===== config.mk =====
export PLATFORM = sky130hd
export DESIGN_NAME = tdma_slot_scheduler
export DESIGN_NICKNAME = d
export VERILOG_FILES = /design/src/rtl/tdma_pkg.sv /design/src/rtl/slot_timer.sv /design/src/rtl/tdma_slot_scheduler.sv
export SDC_FILE = /design/constraint.sdc
export NUM_CORES = 1
export LEC_CHECK = 0
export CAP_MARGIN = 20
export CORE_MARGIN = 3
export CORE_UTILIZATION = 35
export DETAILED_ROUTE_END_ITERATION = 16
export DONT_BUFFER_PORTS = 1
export HOLD_SLACK_MARGIN = 0.12
export SLEW_MARGIN = 20
export SYNTH_ARGS = -nofsm -noshare
export SYNTH_HDL_FRONTEND = slang
export SYNTH_HIERARCHICAL = 1
export SYNTH_SLANG_ARGS = --single-unit

===== constraint.sdc =====
create_clock -name clk -period 4.1 [get_ports clk]
set_clock_uncertainty 0.2 [all_clocks]
set_input_delay 0.82 -clock clk [delete_from_list [all_inputs] [get_ports clk]]
set_output_delay 0.82 -clock clk [all_outputs]
set_load 0.02 [all_outputs]

===== src/rtl/tdma_pkg.sv =====
// Shared types and constants for the TDMA slot scheduler.
// Contents:
//   sched_state_t  scheduler FSM state (IDLE, WAIT_SYNC, RUN)
//   tdma_cfg_t     one configuration shadow (tx_slot, rx_slot, tpuint)
//   CTRL_*_BIT     bit positions inside the control register
//   slot_valid()   true when a configured slot exists in the frame
package tdma_pkg;

    localparam int CTRL_EN_BIT     = 0;
    localparam int CTRL_MASTER_BIT = 1;

    // Field widths of a configuration shadow; the scheduler's SLOT_W/TICK_W
    // default to these and must stay equal to them.
    localparam int CFG_SLOT_W = 8;
    localparam int CFG_TICK_W = 16;

    typedef enum logic [1:0] {
        IDLE      = 2'd0,
        WAIT_SYNC = 2'd1,
        RUN       = 2'd2
    } sched_state_t;

    typedef struct packed {
        logic [CFG_SLOT_W-1:0] tx_slot;
        logic [CFG_SLOT_W-1:0] rx_slot;
        logic [CFG_TICK_W-1:0] tpuint;
    } tdma_cfg_t;

    // A slot number at or beyond the frame length can never match the slot counter.
    function automatic logic slot_valid(input logic [CFG_SLOT_W-1:0] slot,
                                        input int num_slots);
        return (32'(slot) < 32'(num_slots));
    endfunction

endpackage


===== src/rtl/slot_timer.sv =====
// Tick and slot counters for the TDMA frame.
// Ports:
//   clk, rst       clock, synchronous active-high reset
//   clear          hold counters and pulses at zero (scheduler not running)
//   start          restart the frame: slot 0, tick 0, frame_start next cycle
//   tpuint         cycles per slot of the active configuration (0 acts as 1)
//   slot_idx_nxt   value slot_idx takes at the next edge
//   frame_nxt      frame_start takes this value at the next edge
//   slot_idx       current slot (registered)
//   slot_tick      first cycle of every slot (registered)
//   frame_start    first cycle of slot 0 (registered)
module slot_timer #(
    parameter int NUM_SLOTS = 16,
    parameter int SLOT_W    = 8,
    parameter int TICK_W    = 16
) (
    input  logic              clk,
    input  logic              rst,
    input  logic              clear,
    input  logic              start,
    input  logic [TICK_W-1:0] tpuint,
    output logic [SLOT_W-1:0] slot_idx_nxt,
    output logic              frame_nxt,
    output logic [SLOT_W-1:0] slot_idx,
    output logic              slot_tick,
    output logic              frame_start
);

    localparam logic [TICK_W-1:0] TICK_ZERO = {TICK_W{1'b0}};
    localparam logic [TICK_W-1:0] TICK_ONE  = TICK_W'(1);
    localparam logic [SLOT_W-1:0] SLOT_ZERO = {SLOT_W{1'b0}};
    localparam logic [SLOT_W-1:0] SLOT_ONE  = SLOT_W'(1);
    localparam logic [SLOT_W-1:0] SLOT_LAST = SLOT_W'(NUM_SLOTS - 1);

    logic [TICK_W-1:0] tick_r;
    logic [TICK_W-1:0] tick_nxt_s;
    logic [TICK_W-1:0] tick_last_s;
    logic              slot_tick_nxt_s;

    // Next counter values: clear, frame restart, or normal advance with wrap.
    always_comb begin
        tick_nxt_s      = tick_r;
        slot_idx_nxt    = slot_idx;
        frame_nxt       = 1'b0;
        slot_tick_nxt_s = 1'b0;
        if (tpuint == TICK_ZERO) begin
            tick_last_s = TICK_ZERO;
        end else begin
            tick_last_s = tpuint - TICK_ONE;
        end
        if (clear) begin
            tick_nxt_s   = TICK_ZERO;
            slot_idx_nxt = SLOT_ZERO;
        end else if (start) begin
            tick_nxt_s      = TICK_ZERO;
            slot_idx_nxt    = SLOT_ZERO;
            frame_nxt       = 1'b1;
            slot_tick_nxt_s = 1'b1;
        end else if (tick_r >= tick_last_s) begin
            // >= rather than == keeps the counter bounded whatever tpuint does.
            tick_nxt_s      = TICK_ZERO;
            slot_tick_nxt_s = 1'b1;
            if (slot_idx == SLOT_LAST) begin
                slot_idx_nxt = SLOT_ZERO;
                frame_nxt    = 1'b1;
            end else begin
                slot_idx_nxt = slot_idx + SLOT_ONE;
            end
        end else begin
            tick_nxt_s = tick_r + TICK_ONE;
        end
    end

    // Counter and pulse registers.
    always_ff @(posedge clk) begin
        if (rst) begin
            tick_r      <= TICK_ZERO;
            slot_idx    <= SLOT_ZERO;
            slot_tick   <= 1'b0;
            frame_start <= 1'b0;
        end else begin
            tick_r      <= tick_nxt_s;
            slot_idx    <= slot_idx_nxt;
            slot_tick   <= slot_tick_nxt_s;
            frame_start <= frame_nxt;
        end
    end

endmodule


===== src/rtl/tdma_slot_scheduler.sv =====
// TDMA slot scheduler: FSM, configuration shadows, window decode and TX overrun.
// Ports:
//   clk, rst                      clock, synchronous active-high reset
//   ctrl_en, ctrl_master          control register bits (enable, master/slave)
//   cfg_tx_slot/rx_slot/tpuint    configuration register values
//   cfg_update                    pulse: capture cfg_* into the pending shadow
//   sync_in                       pulse: external frame sync (slave)
//   tx_done                       pulse: TX datapath finished
//   slot_idx, frame_start, slot_tick                frame timing (registered)
//   tx_window, rx_window, tx_start, rx_start        datapath windows (registered)
//   err_overrun                   sticky TX overrun, cleared by disable
//   running                       scheduler is in RUN
// All outputs are registers updated from the same next-state values, so
// windows stay aligned with slot_idx.
module tdma_slot_scheduler
    import tdma_pkg::*;
#(
    parameter int NUM_SLOTS = 16,
    parameter int SLOT_W    = CFG_SLOT_W,
    parameter int TICK_W    = CFG_TICK_W
) (
    input  logic              clk,
    input  logic              rst,
    input  logic              ctrl_en,
    input  logic              ctrl_master,
    input  logic [SLOT_W-1:0] cfg_tx_slot,
    input  logic [SLOT_W-1:0] cfg_rx_slot,
    input  logic [TICK_W-1:0] cfg_tpuint,
    input  logic              cfg_update,
    input  logic              sync_in,
    input  logic              tx_done,
    output logic [SLOT_W-1:0] slot_idx,
    output logic              frame_start,
    output logic              slot_tick,
    output logic              tx_window,
    output logic              rx_window,
    output logic              tx_start,
    output logic              rx_start,
    output logic              err_overrun,
    output logic              running
);

    sched_state_t      state_r, state_nxt_s;
    tdma_cfg_t         act_r, pend_r, cfg_eff_s, cfg_in_s;
    logic [1:0]        ctrl_s;
    logic              run_nxt_s, resync_s, start_s, clear_s;
    logic [SLOT_W-1:0] slot_nxt_s;
    logic              frame_nxt_s;
    logic              tx_hit_s, rx_hit_s, tx_start_nxt_s, rx_start_nxt_s;
    logic              tx_end_s, tx_pending_r, tx_pending_nxt_s, err_nxt_s;
    logic              tx_window_r, rx_window_r, tx_start_r, rx_start_r;
    logic              err_overrun_r, running_r;

    // Control register view and incoming configuration word.
    always_comb begin
        ctrl_s                  = 2'b00;
        ctrl_s[CTRL_EN_BIT]     = ctrl_en;
        ctrl_s[CTRL_MASTER_BIT] = ctrl_master;
        cfg_in_s = '{tx_slot: cfg_tx_slot, rx_slot: cfg_rx_slot, tpuint: cfg_tpuint};
    end

    // FSM next state and frame-restart requests for the timer.
    always_comb begin
        case (state_r)
            IDLE: begin
                if (ctrl_s[CTRL_EN_BIT]) begin
                    state_nxt_s = ctrl_s[CTRL_MASTER_BIT] ? RUN : WAIT_SYNC;
                end else begin
                    state_nxt_s = IDLE;
                end
            end
            WAIT_SYNC: begin
                if (!ctrl_s[CTRL_EN_BIT]) begin
                    state_nxt_s = IDLE;
                end else if (sync_in) begin
                    state_nxt_s = RUN;
                end else begin
                    state_nxt_s = WAIT_SYNC;
                end
            end
            RUN: begin
                state_nxt_s = ctrl_s[CTRL_EN_BIT] ? RUN : IDLE;
            end
            default: begin
                state_nxt_s = IDLE;
            end
        endcase
        run_nxt_s = (state_nxt_s == RUN);
        // A slave already running realigns to an external sync.
        resync_s  = (state_r == RUN) && run_nxt_s && sync_in && !ctrl_s[CTRL_MASTER_BIT];
        start_s   = run_nxt_s && ((state_r != RUN) || resync_s);
        clear_s   = !run_nxt_s;
    end

    slot_timer #(
        .NUM_SLOTS (NUM_SLOTS),
        .SLOT_W    (SLOT_W),
        .TICK_W    (TICK_W)
    ) u_slot_timer (
        .clk          (clk),
        .rst          (rst),
        .clear        (clear_s),
        .start        (start_s),
        .tpuint       (act_r.tpuint),
        .slot_idx_nxt (slot_nxt_s),
        .frame_nxt    (frame_nxt_s),
        .slot_idx     (slot_idx),
        .slot_tick    (slot_tick),
        .frame_start  (frame_start)
    );

    // Window decode against the config that will be active next cycle, plus
    // TX transfer tracking. A window that stays open (e.g. resync inside the
    // same slot) produces no second start pulse.
    always_comb begin
        cfg_eff_s = frame_nxt_s ? pend_r : act_r;
        tx_hit_s  = run_nxt_s && slot_valid(cfg_eff_s.tx_slot, NUM_SLOTS)
                    && (slot_nxt_s == cfg_eff_s.tx_slot);
        rx_hit_s  = run_nxt_s && slot_valid(cfg_eff_s.rx_slot, NUM_SLOTS)
                    && (slot_nxt_s == cfg_eff_s.rx_slot)
                    && (cfg_eff_s.rx_slot != cfg_eff_s.tx_slot);
        tx_start_nxt_s = tx_hit_s && !tx_window_r;
        rx_start_nxt_s = rx_hit_s && !rx_window_r;
        tx_end_s       = tx_window_r && !tx_hit_s;
        if (!run_nxt_s) begin
            tx_pending_nxt_s = 1'b0;
            err_nxt_s        = 1'b0;
        end else begin
            // tx_done seen on the last window cycle still counts as on time.
            err_nxt_s = err_overrun_r || (tx_end_s && tx_pending_r && !tx_done);
            if (tx_start_nxt_s) begin
                tx_pending_nxt_s = 1'b1;
            end else if (tx_end_s || tx_done) begin
                tx_pending_nxt_s = 1'b0;
            end else begin
                tx_pending_nxt_s = tx_pending_r;
            end
        end
    end

    // FSM state, config shadows and registered outputs.
    always_ff @(posedge clk) begin
        if (rst) begin
            state_r       <= IDLE;
            act_r         <= '{tx_slot: 8'd0, rx_slot: 8'd0, tpuint: 16'd0};
            pend_r        <= '{tx_slot: 8'd0, rx_slot: 8'd0, tpuint: 16'd0};
            running_r     <= 1'b0;
            tx_window_r   <= 1'b0;
            rx_window_r   <= 1'b0;
            tx_start_r    <= 1'b0;
            rx_start_r    <= 1'b0;
            tx_pending_r  <= 1'b0;
            err_overrun_r <= 1'b0;
        end else begin
            state_r       <= state_nxt_s;
            // Apply uses the old pending value; a same-cycle update waits a frame.
            act_r         <= frame_nxt_s ? pend_r : act_r;
            pend_r        <= cfg_update ? cfg_in_s : pend_r;
            running_r     <= run_nxt_s;
            tx_window_r   <= tx_hit_s;
            rx_window_r   <= rx_hit_s;
            tx_start_r    <= tx_start_nxt_s;
            rx_start_r    <= rx_start_nxt_s;
            tx_pending_r  <= tx_pending_nxt_s;
            err_overrun_r <= err_nxt_s;
        end
    end

    assign tx_window   = tx_window_r;
    assign rx_window   = rx_window_r;
    assign tx_start    = tx_start_r;
    assign rx_start    = rx_start_r;
    assign err_overrun = err_overrun_r;
    assign running     = running_r;

endmodule


# Word-level counts from Yosys, hierarchy flattened
# Cells that the tools add are included.
# Widths: inputs -> output; s select.
dict set report totals {
  register_bits 99
  in_bits 39
  out_inout_bits 16
  wordCells 80
}
dict set report op_classes {
  addsub 3
  magnitude_cmp 3
  n_eq_ne 8
  n_mux 20
  bitwise 1
  n_reduce_logical 27
}
# op count
set ops {}
lappend ops {{$mux 32} 1}
lappend ops {{$mux 8} 4}
lappend ops {{$add 16x1->16 const B} 1}
lappend ops {{$eq 8x8->1} 2}
lappend ops {{$ge 16x16->1} 1}
lappend ops {{$logic_not 16->1} 1}
lappend ops {{$lt 8x5->1 const B} 2}
lappend ops {{$mux 16} 1}
lappend ops {{$sub 16x1->16 const B} 1}
lappend ops {{$logic_and 1x1->1} 14}
lappend ops {{$mux 2} 5}
lappend ops {{$add 8x1->8 const B} 1}
lappend ops {{$eq 8x4->1 const B} 1}
lappend ops {{$mux 1} 8}
lappend ops {{$ne 8x8->1} 1}
lappend ops {{$pmux 2 s3} 1}
lappend ops {{$logic_not 1->1} 5}
lappend ops {{$eq 2x2->1 const B} 2}
lappend ops {{$reduce_or 4->1} 1}
lappend ops {{$logic_or 1x1->1} 3}
lappend ops {{$eq 2x1->1 const B} 1}
lappend ops {{$logic_not 2->1} 1}
lappend ops {{$ne 2x2->1 const B} 1}
lappend ops {{$reduce_bool 2->1} 1}
lappend ops {{other kinds (2)} 2}

# Depth between registers and ports, before layout
# Gate-level depths: netlist (run 1).
dict set report depth {
  depth_word 20
  depth_mapped 22
  depth_no_buf 19
}

# Cells and area by module
# Netlist (run 1), hierarchy kept.
# module n_inst cells_each area_each_um2 seq_area_each_um2
set modules_own_cells {}
lappend modules_own_cells {tdma_slot_scheduler 1 287 2932.8 1461.4}
lappend modules_own_cells {slot_timer 1 245 1914.3 520.5}

# Worst setup path after synthesis (run 1)
# Ideal clock, no wire load.
dict set report synth_timing {
  path_kind {reg-to-reg}
  start {reg act_r[11] (netlist bit)}
  end {reg err_overrun_r, in the netlist err_overrun}
  setup_ns 0.115
  arrival_time_ns 4.003
  t_required_ns 3.785
  slack_ns -0.218
  stages_incl_launch_ff 19
  path_buffers 2
  period_less_slack_ns 4.318
  cell_sequence {dfxtp_1 > or4_1 > nor3_1 > nand3_1 > buf_2 > nand2_1 > ha_1 > nand2_1 > o21ai_2 > a41oi_2 > o31ai_4 > buf_6 > a21oi_1 > nor2_1 > or4b_1 > o22a_1 > nor4_4 > a21oi_1 > o21a_1}
}
dict set report synth_between {
  elab_chain_cells 15
  word_cells_on_any_way 20
  cone_classes {1 x add/sub; 2 x order compare; 1 x eq/ne; 8 x mux; 8 x reduce/logical}
}
# element line_no
set synth_rtl {}
lappend synth_rtl {{start, declared} tdma_slot_scheduler.sv:44} ;# tdma_cfg_t act_r, pend_r, cfg_eff_s, cfg_in_s;
lappend synth_rtl {{start signal, assigned} tdma_slot_scheduler.sv:145} ;# act_r <= '{tx_slot: 8'd0, rx_slot: 8'd0, tpuint: 16'd0};
lappend synth_rtl {{start signal, assigned} tdma_slot_scheduler.sv:157} ;# act_r <= frame_nxt_s ? pend_r : act_r;
lappend synth_rtl {{$sub 16x1->16 or $logic_not 16->1 (tied branches)} {slot_timer.sv:49, slot_timer.sv:46}}
lappend synth_rtl {{$mux 16 *} slot_timer.sv:46} ;# if (tpuint == TICK_ZERO) begin
lappend synth_rtl {{$ge 16x16->1 *} slot_timer.sv:59} ;# end else if (tick_r >= tick_last_s) begin
lappend synth_rtl {{$mux 1 *} slot_timer.sv:59}
lappend synth_rtl {{$mux 1 *} slot_timer.sv:54} ;# end else if (start) begin
lappend synth_rtl {{$mux 1 *} slot_timer.sv:51} ;# if (clear) begin
lappend synth_rtl {{net frame_nxt_s} tdma_slot_scheduler.sv:48} ;# logic frame_nxt_s;
lappend synth_rtl {{$mux 32 *} n/a}
lappend synth_rtl {{$lt 8x5->1} tdma_pkg.sv:32} ;# return (32'(slot) < 32'(num_slots));
lappend synth_rtl {{$logic_and 1x1->1} tdma_slot_scheduler.sv:117} ;# tx_hit_s = run_nxt_s && slot_valid(cfg_eff_s.tx_slot, NUM_SLOTS)
lappend synth_rtl {{$logic_and 1x1->1 *} tdma_slot_scheduler.sv:118} ;# && (slot_nxt_s == cfg_eff_s.tx_slot);
lappend synth_rtl {{$logic_not 1->1 *} tdma_slot_scheduler.sv:124} ;# tx_end_s = tx_window_r && !tx_hit_s;
lappend synth_rtl {{$logic_and 1x1->1 *} tdma_slot_scheduler.sv:124}
lappend synth_rtl {{$logic_and 1x1->1 * (2 in a row)} tdma_slot_scheduler.sv:130} ;# err_nxt_s = err_overrun_r || (tx_end_s && tx_pending_r && !tx_done);
lappend synth_rtl {{$logic_or 1x1->1 *} tdma_slot_scheduler.sv:130}
lappend synth_rtl {{end signal, assigned} tdma_slot_scheduler.sv:165} ;# err_overrun_r <= err_nxt_s;
lappend synth_rtl {{end, declared} tdma_slot_scheduler.sv:52} ;# logic err_overrun_r, running_r;
# Mark *: on every way through the listed nets, which the timed path passes. The rest lies on a longest branch.
# A chain may end at the register's enable or synchronous reset.

# Worst setup path in the final report (run 1)
dict set report layout_timing {
  start {reg act_r[12] (netlist bit)}
  end {reg err_overrun_r, in the netlist err_overrun}
}
# Same word-level chain as after synthesis.

==> results of run 1 <==
## routing by layer
layer | vias up | track usage (%)
met3 | 9 | 4.50
met4 | 0 | 3.11
met1 | 1774 | 20.9
li1 | 1914 | -
met2 | 59 | 22.0
met5 | - | 0
## repair_timing
item                       4_1_cts  5_1_grt
buffers inserted                 3        5
pin swaps                        5       23
resized for setup               14       46
gates cloned                     0        0
hold endpoints to repair         0        0
setup endpoints to repair        6        6
## layout by cell type, fill, tap and decap left out, drive strengths merged, types with 2 or more instances in the layout
master | Yosys | layout
clkbuf | 8 | 12
o211ai | 3 | 3
nor2b | 2 | 2
and3 | 8 | 8
ha | 20 | 20
o21ai | 8 | 8
nor3b | 2 | 2
buf | 13 | 48
xnor2 | 26 | 26
or4 | 4 | 4
nor3 | 16 | 16
o31a | 2 | 2
dfxtp | 99 | 99
nor2 | 110 | 110
inv | 4 | 6
and2 | 2 | 2
o31ai | 3 | 3
a31o | 6 | 6
o21a | 2 | 2
or3 | 2 | 2
nand2 | 41 | 41
nor4 | 9 | 9
xor2 | 25 | 25
nand4 | 6 | 6
mux2i | 67 | 67
nand3 | 12 | 12
a21oi | 17 | 17
## synthesized netlist by cell type, types with 3 or more instances
cell and number:
sky130_fd_sc_hd__nor2_1 110, sky130_fd_sc_hd__dfxtp_1 99, sky130_fd_sc_hd__mux2i_1 67, sky130_fd_sc_hd__nand2_1 39, sky130_fd_sc_hd__xnor2_1 26, sky130_fd_sc_hd__xor2_1 25
sky130_fd_sc_hd__ha_1 20, sky130_fd_sc_hd__a21oi_1 17, sky130_fd_sc_hd__nor3_1 16, sky130_fd_sc_hd__nand3_1 12, sky130_fd_sc_hd__and3_1 8, sky130_fd_sc_hd__clkbuf_1 8
sky130_fd_sc_hd__nor4_1 7, sky130_fd_sc_hd__a31o_2 6, sky130_fd_sc_hd__buf_2 6, sky130_fd_sc_hd__nand4_1 6, sky130_fd_sc_hd__buf_1 5, sky130_fd_sc_hd__o21ai_0 5
sky130_fd_sc_hd__inv_1 4, sky130_fd_sc_hd__or4_1 4, sky130_fd_sc_hd__o211ai_1 3
## worst max path at each step
stage / from / to / slack, ns / depth (start not counted)
6_report: act_r[12] / err_overrun / -0.14 / 18
5_1_grt: act_r[1] / rx_start / -0.38 / 20
4_1_cts: act_r[11] / err_overrun / -0.04 / 19
3_5_place_dp: act_r[11] / err_overrun / -0.19 / 17
3_3_place_gp: act_r[11] / err_overrun / -0.11 / 17
2_1_floorplan: act_r[11] / err_overrun / -0.04 / 19
## report_power, final
group | internal, mW | switching [mW] | total [mW]
Sequential | 0.989 | 0.0327 | 1.02
Combinational | 0.177 | 0.180 | 0.356
Clock | 0.434 | 0.360 | 0.794
Total | 1.60 | 0.572 | 2.17
## metrics by stage
step	power (mW)	setup slack [ns]	cells	util [%]	hold slack, ns
finish	2.17	-0.141	751	44.6	0.292
floorplan	1.27	-0.0369	532	-	0.241
detailed placement	1.34	-0.186	728	40.0	0.279
global route	2.29	-0.375	751	44.6	0.312
global placement	1.33	-0.113	728	40.0	0.262
CTS	2.16	-0.0445	747	42.7	0.296
## cell families after synthesis
kind of cell	synth area share (%)
xor gates and xnor gates	9.22
buffers and inverters	2.32
adders and majority gates	5.16
muxes	14.1
DFF	40.9
AOI/OAI and AO/OA	7.36
and+or+nand+nor	21.0
## area by class of cell
cell class,count,area (um2)
inverters,4,15.0
well taps,176,220
clock inverters,4,32.5
repair buffers,48,380
fillers,1277,7420
clock buffers,12,246
multi-input cells,408,3100
flip-flops and latches,99,1990
## worst max-delay path, delay by kind of cell, from the launching register on
kind                       cells  cell delay, ns
AOI/OAI and AO/OA              6            1.15
adders and majority gates      1            0.16
buffers and inverters          2            0.32
DFF                            1            0.32
and+or+nand+nor                9            2.00
## sequential cells by signal (all words and copies together) (netlist names)
signal / cells
act_r: 32
pend_r: 32
u_slot_timer/tick_r: 16
u_slot_timer/slot_idx: 8
state_r: 2
err_overrun: 1
running: 1
rx_start: 1
rx_window: 1
tx_pending_r: 1
tx_start: 1
tx_window: 1
u_slot_timer/frame_start: 1
u_slot_timer/slot_tick: 1
==> results.toml, run 1 <==
[sta]
finalCritPeriodShare_pct = 103
timing.slew.headroom_pct = 65.9
worstMarginPinSlew_ns = 0.510
setup_slack_ns = -0.141
totalNegativeSetupSlack_ns = -0.261
final.min_clock_period_ns = 4.24
finalHoldViolCount = 0
slew_viol_final = 0
finalSetupViolations = 4
fmaxAchievable_ghz = 0.236
rsz0062_at_grt = "true"

[logic_synthesis]
synth_largest_area_cell = "sky130_fd_sc_hd__dfxtp_1"
top_area_cell_type_share_of_the_netlist_area_pct = 40.9
syn_area_um2 = 4850
synth_top_flop_cell = "sky130_fd_sc_hd__dfxtp_1"
yosys_warnings = 6
synth-edff-count = 0
synth-seq-area-share_pct = 40.9
ys_async_sr_fraction_pct = 0
syn-mean-instance-area_um2 = 9.11
dominant_cells_by_area_after_synthesis = "sky130_fd_sc_hd__dfxtp_1, sky130_fd_sc_hd__mux2i_1, sky130_fd_sc_hd__nor2_1"
ys_ff_latch = 99
ys_types = 53
post_synth_inst_count = 532
nets_in_the_synthesized_netlist = 591

[setup_path]
reg2reg_to = "err_overrun"
rrSetupSlack_ns = -0.14
critPathKind = "reg2reg"
max_incr_delay_on_cp_ns = 0.55
cp.arrival_ns = 4.29
cp_slowest_cell = "sky130_fd_sc_hd__or4_4"
worst-r2r-cell-count = 18
timing.critical_path.to_type = "register"
worstPathCellList = "or4_4 > nor3_4 > buf_4 > nand3_4 > buf_4 > nand2_1 > ha_4 > nand2_4 > nor2_4 > a41oi_2 > o31ai_4 > a21oi_2 > nor2_4 > or4b_4 > o22a_4 > nor4_4 > a21oi_1 > o21a_1"
setup.worst_path.start_class = "register"
critical_path_peak_fanout = 11
critPathRequiredTime_ns = 4.15
timing.rr.start = "act_r[12]"

[worst_hold_path]
hold_end = "u_slot_timer/tick_r[0]"
worstHoldPathType = "reg2reg"
worst_hold_path.num_cells = 1
hold_path.startpoint = "u_slot_timer/tick_r[0]"

[placement]
port_buffers = 0
gpl.final_weighted_congestion = 0.816
dp.final_hpwl_um = 7950
placedInstanceArea_um2 = 5360

[floorplan]
die_area_um2 = 15300
design.core.area_um2 = 13400
start_util_pct = 36.2
chipHeight_um = 124
io_pins = 55
placementRows = 42
dieWidth_um = 124

[grt]
grt_max_degree = 74
number_of_global_route_vias_before_repair = 3547
number_of_antenna_violations_at_the_first_check_in_global_routing = 0
grt_first_pass_wirelength_um = 17900
grt_util_all_layers_pct = 14.7
grt_overflow = 0

[routing]
met2_length_um = 5100
average_routed_wire_per_standard_cell_um = 14.6
top_routing_layer_in_use = "met4"
route.met3.wl_um = 459
vias = 3756
vias_per_cell = 5.00
detail_route.iter0.violations = 130
drc = 0
detail_route.wirelength.met1_um = 5350
drtAntennaViolNets = 0
drt-pass1-iter-count = 4
routed_wirelength_um = 11000

[clocking]
cts_tree = "yes"
clkTransAtPathRegs_ns = 0.07
tritoncts_sink_count = 99
clockBufferDepth = 2
holdBufCountCts = 0
numCtsBuffers = 9
buffer_type_at_the_clock_tree_root = "sky130_fd_sc_hd__clkbuf_16"
worst_skew_pair_later_pin_latency_ns = 0.35
cts_max_level = 3

[cells_and_area]
layout.nets = 629
design_area_um2 = 5980
layout_cells_sized_above_1_pct = 22.6
area_delta_synth_final_pct = 23.4
n_antenna_cell = 0

[pwr]
cellPowerDensity_nw_per_um2 = 363
leakage_nw = 2.38
ir_drop_mv = 0.283

[outcome]
outcome = "complete, but fails checks"
failed_checks = "setup timing"

[flow_run]
max_cap_viol_count = 0
No activity file was read; power rests on OpenSTA's default activity.
==> run 2: changes to the inputs <==
--- a/config.mk
+++ b/config.mk
@@ -8,11 +8,11 @@
 export CAP_MARGIN = 20
 export CORE_MARGIN = 3
 export CORE_UTILIZATION = 35
+export CTS_CLUSTER_SIZE = 20
 export DETAILED_ROUTE_END_ITERATION = 16
 export DONT_BUFFER_PORTS = 1
 export HOLD_SLACK_MARGIN = 0.12
 export SLEW_MARGIN = 20
 export SYNTH_ARGS = -nofsm -noshare
 export SYNTH_HDL_FRONTEND = slang
-export SYNTH_HIERARCHICAL = 1
 export SYNTH_SLANG_ARGS = --single-unit
==> results.toml, run 2 <==
[placement]
placedInstanceArea_um2 = 5310
dp.final_hpwl_um = 8340
gpl.final_weighted_congestion = 0.840
port_buffers = 0

[logic_synthesis]
ys_ff_latch = 99
synth_top_flop_cell = "sky130_fd_sc_hd__dfxtp_1"
syn_area_um2 = 4840
most_numerous_cell_in_the_yosys_netlist = "sky130_fd_sc_hd__dfxtp_1"
synth-edff-count = 0
dominant_cells_by_area_after_synthesis = "sky130_fd_sc_hd__dfxtp_1, sky130_fd_sc_hd__mux2i_1, sky130_fd_sc_hd__nand2_1"
yosys_warnings = 0
nets_in_the_synthesized_netlist = 616
yosys-top-cells-count = "sky130_fd_sc_hd__dfxtp_1, sky130_fd_sc_hd__nand2_1, sky130_fd_sc_hd__nor2_1"
synth_largest_area_cell = "sky130_fd_sc_hd__dfxtp_1"
top_area_cell_type_share_of_the_netlist_area_pct = 40.9
synth-seq-area-share_pct = 40.9
ys_types = 50
post_synth_inst_count = 557
syn-mean-instance-area_um2 = 8.70
ys_async_sr_fraction_pct = 0

[pwr]
leakage_nw = 2.46
totalPowerFinal_mw = 2.29
ir_drop_mv = 0.236
cellPowerDensity_nw_per_um2 = 381

[routing]
drc = 0
average_routed_wire_per_standard_cell_um = 15.0
vias = 3863
routed_wirelength_um = 11600
drtAntennaViolNets = 0
drt-pass1-iter-count = 4
detail_route.iter0.violations = 187
vias_per_cell = 4.98

[cells_and_area]
largest_registers = "act_r: 32 flops, pend_r: 32 flops, u_slot_timer.tick_r: 16 flops"
layout_utilization_pct = 44.9
layout_cells_sized_above_1_pct = 19.3
final_cell_mix = "sky130_fd_sc_hd__dfxtp_1, sky130_fd_sc_hd__nand2_1, sky130_fd_sc_hd__nor2_1"
layout.cells.most_common = "sky130_fd_sc_hd__dfxtp_1"
layout.nets = 654
design_area_um2 = 6020
area_delta_synth_final_pct = 24.3
n_antenna_cell = 0

[clocking]
cts_tree = "yes"
worst_skew_pair_later_pin_latency_ns = 0.35
cts_max_level = 3
numCtsBuffers = 9
buffer_type_at_the_clock_tree_root = "sky130_fd_sc_hd__clkbuf_16"
tritoncts_sink_count = 99
clockBufferDepth = 2
clkTransAtPathRegs_ns = 0.07

[floorplan]
die_area_um2 = 15300
start_util_pct = 36.2
dieWidth_um = 124
io_pins = 55
placementRows = 42
chipHeight_um = 124
design.core.area_um2 = 13400

[outcome]
failed_checks = "setup timing"
outcome = "complete, but fails checks"

[grt]
grt_first_pass_wirelength_um = 18800
grt_util_all_layers_pct = 15.5
number_of_antenna_violations_at_the_first_check_in_global_routing = 0
grt_max_degree = 75
grt_overflow = 0
number_of_global_route_vias_before_repair = 3882

[setup_path]
worstPathCellList = "nor4_4 > nor2b_4 > and3_4 > nand2_1 > xnor2_1 > nand2_1 > ha_4 > nand4_1 > buf_4 > a211oi_4 > a32oi_4 > nand2_4 > buf_6 > a21oi_4 > buf_6 > or3_4 > a211oi_4 > nand4_1 > o211ai_1 > a21oi_1"
critical_path_peak_fanout = 5
setup.worst_path.start_class = "register"
cp.arrival_ns = 4.29
cp_slowest_cell = "sky130_fd_sc_hd__dfxtp_4"
timing.critical_path.to_type = "register"
critPathKind = "reg2reg"
max_incr_delay_on_cp_ns = 0.36
critPathRequiredTime_ns = 4.14

[sta]
slew_viol_final = 0
finalHoldViolCount = 0
final.min_clock_period_ns = 4.25
timing.slew.headroom_pct = 64.6
finalSetupViolations = 4
finalCritPeriodShare_pct = 104
setup_slack_ns = -0.147
rsz0062_at_grt = "true"
worstMarginPinSlew_ns = 0.517
fmaxAchievable_ghz = 0.235

[flow_run]
max_cap_viol_count = 0

[worst_hold_path]
worstHoldPathType = "reg2reg"
[run 2: metal layers]
metal / up-vias / GRT usage (%) / routed length, um
met5: - / 0 / 0
met3: 19 / 3.95 / 642
met1: 1797 / 20.5 / 5280
li1: 1971 / - / -
met4: 0 / 6.64 / 221
met2: 76 / 23.9 / 5470
[run 2: worst max-delay path: cells and delay by family, from the launching register on]
kind / cells / cell delay (ns)
AND/OR/NAND/NOR: 9 / 1.68
flip-flops: 1 / 0.36
XOR/XNOR: 1 / 0.18
adder cells (fa/ha/maj): 1 / 0.29
AO/OA/AOI/OAI: 6 / 1.01
buffers and inverters: 3 / 0.42
[run 2: layout make-up]
type | instances | area, um2
multi-input combinational | 427 | 3040
sequential | 99 | 1990
tap | 176 | 220
clock buffer | 10 | 239
clock inverter | 6 | 93.8
timing repair buffer | 48 | 400
inverter | 10 | 37.5
fill | 1282 | 7380
[run 2: what timing repair did]
item                                    4_1_cts  5_1_grt
hold endpoints to repair                      0        0
pin swaps                                     5       20
endpoints found under the setup margin        6        6
setup buffers                                 1        6
gates resized for setup                      21       40
hold buffers                                  0        0
gates cloned                                  0        0
[run 2: stage by stage]
step           setup slack (ns)  instances  hold slack [ns]  setup TNS (ns)
2_1_floorplan            0.0484        557            0.231               0
5_1_grt                  -0.372        776            0.275           -1.66
3_5_place_dp             -0.370        753            0.238           -1.89
3_3_place_gp             -0.270        753            0.240           -1.29
4_1_cts                 0.00133        770            0.244               0
6_report                 -0.147        776            0.246          -0.361
[run 2: cells by family after synthesis]
logic type / synth area share, %
simple gates: 23.2
xor+xnor: 10.3
flops: 40.9
compound gates: 8.19
mux: 9.56
buf+inv: 2.66
fa+ha+maj: 5.17
[run 2: worst paths after layout]
| check | startpoint | endpoint | slack, ns | cells past startpoint |
|---|---|---|---|---|
| worst max register to register | act_r[5] | err_overrun | -0.15 | 20 |
| worst min register to register | pend_r[0] | act_r[0] | 0.25 | 2 |
| worst min-delay path | pend_r[0] | act_r[0] | 0.25 | 2 |
| worst max-delay path | act_r[5] | err_overrun | -0.15 | 20 |
[run 2: report_power, final]
part           switching (mW)  internal (mW)  total (mW)  leakage, nW
registers              0.0309          0.988        1.02        0.806
clock network           0.376          0.557       0.933        0.160
logic                   0.175          0.168       0.343         1.50
total                   0.582           1.71        2.29         2.46
